[config.mk]
export PLATFORM = sky130hd
export DESIGN_NAME = ram64_fifo_ctrl
export DESIGN_NICKNAME = d
export VERILOG_FILES = /design/src/rtl/ram64_fifo_ctrl.sv
export SDC_FILE = /design/constraint.sdc
export NUM_CORES = 1
export LEC_CHECK = 0
export ABC_AREA = 1
export BUFFER_PORTS_ARGS = -buffer_cell sky130_fd_sc_hd__buf_4
export CAP_MARGIN = 40
export CORE_MARGIN = 1
export CORE_UTILIZATION = 43
export DETAILED_ROUTE_END_ITERATION = 12
export PLACE_DENSITY = 0.76
export SKIP_CTS_REPAIR_TIMING = 1
export SLEW_MARGIN = 5
export SYNTH_ARGS = -nofsm -noshare
export SYNTH_HDL_FRONTEND = slang
export SYNTH_SLANG_ARGS = --single-unit
[constraint.sdc]
create_clock -name clk -period 2.1 [get_ports clk]
set_input_delay 0.105 -clock clk [delete_from_list [all_inputs] [get_ports clk]]
set_output_delay 0.105 -clock clk [all_outputs]
set_load 0.01 [all_outputs]
[src/rtl/ram64_fifo_ctrl.sv]
// rtl/ram64_fifo_ctrl.sv - FWFT FIFO sequencer for a bank of 64x1 dual-port distributed RAMs
// Optional even-parity lane and sticky parity error enabled by RAM64_FIFO_PARITY_EN.
module ram64_fifo_ctrl #(
    parameter int WIDTH = 8,
    parameter int DEPTH = 64,
`ifdef RAM64_FIFO_PARITY_EN
    localparam int RW = WIDTH + 1
`else
    localparam int RW = WIDTH
`endif
) (
    input  logic             clk,
    input  logic             rst,
    input  logic             flush,
    input  logic             in_valid,
    output logic             in_ready,
    input  logic [WIDTH-1:0] in_data,
    output logic             out_valid,
    input  logic             out_ready,
    output logic [WIDTH-1:0] out_data,
    output logic             ram_we,
    output logic [5:0]       ram_waddr,
    output logic [RW-1:0]    ram_wdata,
    output logic [5:0]       ram_raddr,
    input  logic [RW-1:0]    ram_rdata,
    output logic [6:0]       count,
    output logic             out_perr
);

    localparam logic [5:0] LAST_IDX = 6'(DEPTH - 1);
    localparam logic [6:0] FULL_CNT = 7'(DEPTH);

    logic [5:0] wptr_q, wptr_d;
    logic [5:0] rptr_q, rptr_d;
    logic [6:0] count_q, count_d;
    logic       push;
    logic       pop;

    // Handshakes: in_ready deliberately ignores out_ready, so a full FIFO never
    // accepts a push even when the head is being taken in the same cycle.
    always_comb begin
        in_ready  = (count_q != FULL_CNT) && !flush;
        out_valid = (count_q != 7'd0);
        push      = in_valid && in_ready;
        pop       = out_valid && out_ready && !flush;
    end

    always_comb begin
        ram_we    = push;
        ram_waddr = wptr_q;
        ram_raddr = rptr_q;
        out_data  = ram_rdata[WIDTH-1:0];
        count     = count_q;
`ifdef RAM64_FIFO_PARITY_EN
        ram_wdata = {^in_data, in_data};
`else
        ram_wdata = in_data;
`endif
    end

    always_comb begin
        wptr_d  = wptr_q;
        rptr_d  = rptr_q;
        count_d = count_q;
        if (flush) begin
            wptr_d  = 6'd0;
            rptr_d  = 6'd0;
            count_d = 7'd0;
        end else begin
            if (push) begin
                wptr_d = (wptr_q == LAST_IDX) ? 6'd0 : wptr_q + 6'd1;
            end
            if (pop) begin
                rptr_d = (rptr_q == LAST_IDX) ? 6'd0 : rptr_q + 6'd1;
            end
            if (push && !pop) begin
                count_d = count_q + 7'd1;
            end else if (pop && !push) begin
                count_d = count_q - 7'd1;
            end
        end
    end

    always_ff @(posedge clk) begin
        if (rst) begin
            wptr_q  <= 6'd0;
            rptr_q  <= 6'd0;
            count_q <= 7'd0;
        end else begin
            wptr_q  <= wptr_d;
            rptr_q  <= rptr_d;
            count_q <= count_d;
        end
    end

`ifdef RAM64_FIFO_PARITY_EN
    logic perr_q, perr_d;

    // Sticky until reset; flush intentionally leaves it alone.
    always_comb begin
        perr_d = perr_q;
        if (pop && (^ram_rdata)) begin
            perr_d = 1'b1;
        end
    end

    always_ff @(posedge clk) begin
        if (rst) begin
            perr_q <= 1'b0;
        end else begin
            perr_q <= perr_d;
        end
    end

    assign out_perr = perr_q;
`else
    assign out_perr = 1'b0;
`endif

endmodule

==> summary.txt <==
result of the run = finished, final reports clean
most area-hungry cell type in the Yosys netlist = sky130_fd_sc_hd__dfxtp_1
DRC violation count after routing = 0
initial standard-cell utilization of the core = 0.4633
number of global-route vias before repair = 1082
RSZ-0062 raised after global routing = yes
Num Clock Sinks = 19
port bufs = 26
top post-synthesis cells by count = sky130_fd_sc_hd__nand2_1, sky130_fd_sc_hd__nor2_1, sky130_fd_sc_hd__inv_1
clock latency at the later pin of the worst-skew pair = 0.31 ns
Final Hold Vio Count = 0
Peak Freq = 502.9 MHz
count of final setup violators = 0
path category of the worst min-delay check = input port to flip-flop
Fin Clk Skew = 0.005622 ns
areal power density over the cells = 548.9 nW/um^2
finished layout cell area = 1762 sq um
via density per instance = 4.706
Critical R2R Launch = count[1]$_SDFFE_PP0P_
number of nets still failing antenna checks after routing = 0
DR vias = 1247
element type at the critical path start = flip-flop
most instantiated library cell after synthesis = sky130_fd_sc_hd__nand2_1
first element of the critical path = count[1]$_SDFFE_PP0P_
clock transition time at the flip-flop clock pins of the worst setup and hold paths = 0.11 ns
residual overflow from global routing = 0
fin nets = 252
dominant cells by area after synthesis = sky130_fd_sc_hd__dfxtp_1, sky130_fd_sc_hd__buf_4, sky130_fd_sc_hd__nand2_1, sky130_fd_sc_hd__ha_1, sky130_fd_sc_hd__nor2_1
fin crit share = 0.9469
worst setup timing slack at the placement stage = -0.01372 ns
number of H-tree levels = 1
Hold Path Depth = 4
area of the die = 3578 sq um
pin count of the biggest net entering global routing = 13
area inside the core boundary = 3103 sq um
worst hold path startpoint = rst
Filler Cells Inserted = 310
synthesis-to-layout area growth = 22.54%
average detailed-routed wire length per instance = 10.97 um
endpoint arrival time on the critical path = 2.20 ns
post-layout minimum cycle time = 1.988 ns
CTS Buf Count = 3
post-placement cell area = 1644 sq um
Setup Crit Path Kind = flip-flop to flip-flop
Max Cap Violations = 0
register area share after synthesis = 0.2646
EDFF count, synth = 0
leakage power = 0.8020 nW
synthesized netlist net count = 227
die width = 59.82 um
number of DRC markers in iteration 0 = 49
estimated wirelength of the detail-placed design = 2.184 mm
peak fanout along the critical path = 6
routability congestion estimate = 0.7777
sum of negative setup slack = 0 ns
sum of routed wire length over all layers = 2.906 mm
CTS Buffer Depth = 2
Worst R2R Setup Slack = 0.11 ns
Post-synth top flop = sky130_fd_sc_hd__dfxtp_1
height of the die = 59.82 um
row count = 20
endpoint type of the worst setup path = flip-flop
gate count of the mapped netlist = 197
antenna violations before repair = 0
Synth top area share = 0.2646
number of pins with negative max-slew slack in the final report = 0
CTS tree = built
Yosys warning count = 0
Synth Register Bits = 19
cell count after placement = 260
post-layout worst setup margin = 0.1115 ns
capture endpoint of the worst hold path = ram_raddr[4]$_SDFFE_PP0P_
Ant. Diodes = 0
boundary pin count = 60
Fin Hold WS = 0.06754 ns
Detailed Routing Iterations Pass 1 = 5
count of cell types in the netlist = 31
r2r endpoint = count[4]$_SDFFE_PP0P_
share of post-route cells with drive strength above 1 = 0.3665
data required time of the critical path = 2.31 ns
worst ir drop on vdd = 0.3996 mV
Avg Synthesized Cell Area = 7.298 sq um
root buffer cell = sky130_fd_sc_hd__clkbuf_4
overall routing resource usage = 0.1710
first-pass GRT wire length = 4.698 mm
depth of the worst register-to-register path = 13
Non-Filler Instances = 265
proportion of register bits with asynchronous set or reset after synthesis = 0
Post-Synthesis Cell Area = 1438 sq um
==> cell type report <==
cell class              instances  area [sq um]  share of cell area
multi-input cells             135         887.1              0.5036
flip-flops and latches         19         385.4              0.2188
repair buffers                 38         285.3              0.1619
inverters                      25         122.6             0.06960
well taps                      44         55.05             0.03125
clock buffers                   4         26.28             0.01491
==> kinds of logic after synthesis <==
family | count (synthesis) | synth area share
flops | 19 | 0.2646
other cells | 1 | 0.002608
fa+ha+maj | 9 | 0.08355
xor+xnor | 9 | 0.05483
compound gates | 21 | 0.08094
simple gates | 95 | 0.3394
buf+inv | 43 | 0.1741
==> sequential cells by signal, summed over array words and instances (netlist names) <==
signal and cells:
count 7, ram_waddr 6, ram_raddr 6
==> worst max-delay path by stage <==
stage / to / slack, ns / cells after the start
after floorplan: count[5]$_SDFFE_PP0P_ / -0.002 / 14
after global routing: count[4]$_SDFFE_PP0P_ / -0.07 / 13
after CTS: count[5]$_SDFFE_PP0P_ / -0.04 / 13
after detailed placement: count[5]$_SDFFE_PP0P_ / -0.01 / 13
after global placement: count[5]$_SDFFE_PP0P_ / 0.009 / 13
final: count[4]$_SDFFE_PP0P_ / 0.11 / 13
==> through the flow <==
| stage | util | power, mW |
|---|---|---|
| 2_1_floorplan | - | 0.6625 |
| 3_3_place_gp | 0.5298 | 0.7298 |
| 3_5_place_dp | 0.5298 | 0.7344 |
| 4_1_cts | 0.5383 | 0.9263 |
| 5_1_grt | 0.5677 | 1.021 |
| 6_report | 0.5677 | 0.9670 |
==> report_power, final <==
group | switching, mW | leakage, nW | total (mW) | internal, mW
registers | 0.0142 | 0.156 | 0.390 | 0.375
logic | 0.209 | 0.631 | 0.384 | 0.175
clock network | 0.120 | 0.0150 | 0.194 | 0.0742
==> worst max-delay path: stages (launching register included) <==
cell	delay, ns
sky130_fd_sc_hd__dfxtp_2	0.35
sky130_fd_sc_hd__nor2_4	0.10
sky130_fd_sc_hd__nand2_2	0.09
sky130_fd_sc_hd__nor2_4	0.17
sky130_fd_sc_hd__nor2_8	0.06
sky130_fd_sc_hd__nand2_8	0.06
sky130_fd_sc_hd__ha_4	0.15
sky130_fd_sc_hd__inv_6	0.06
sky130_fd_sc_hd__fa_2	0.37
sky130_fd_sc_hd__nand3_1	0.08
sky130_fd_sc_hd__nand3_1	0.08
sky130_fd_sc_hd__xor2_1	0.15
sky130_fd_sc_hd__o21ai_1	0.11
sky130_fd_sc_hd__inv_1	0.04
==> metal layers <==
layer | vias to the layer above | routed length, um | global-route usage
met5 | - | 0 | 0
met4 | 0 | 2 | 0.02326
met3 | 2 | 232 | 0.04113
met2 | 44 | 1299 | 0.2714
met1 | 542 | 1371 | 0.2397
li1 | 659 | - | -
==> cell usage in the layout (no fill, tap or decap), types with 3 or more instances in the layout <==
cell type	count
sky130_fd_sc_hd__buf_4	38
sky130_fd_sc_hd__nand2_1	33
sky130_fd_sc_hd__nor2_1	21
sky130_fd_sc_hd__inv_1	18
sky130_fd_sc_hd__dfxtp_1	15
sky130_fd_sc_hd__nand2_2	11
sky130_fd_sc_hd__nand3_1	11
sky130_fd_sc_hd__a21oi_1	10
sky130_fd_sc_hd__o21ai_0	6
sky130_fd_sc_hd__xor2_1	5
sky130_fd_sc_hd__nand4_1	5
sky130_fd_sc_hd__ha_4	5
sky130_fd_sc_hd__xnor2_1	4
sky130_fd_sc_hd__dfxtp_2	4
sky130_fd_sc_hd__nor2_4	3
sky130_fd_sc_hd__inv_2	3
sky130_fd_sc_hd__a21oi_2	3
sky130_fd_sc_hd__ha_1	3
sky130_fd_sc_hd__clkbuf_4	3
Power figures use the tool's default switching activity.
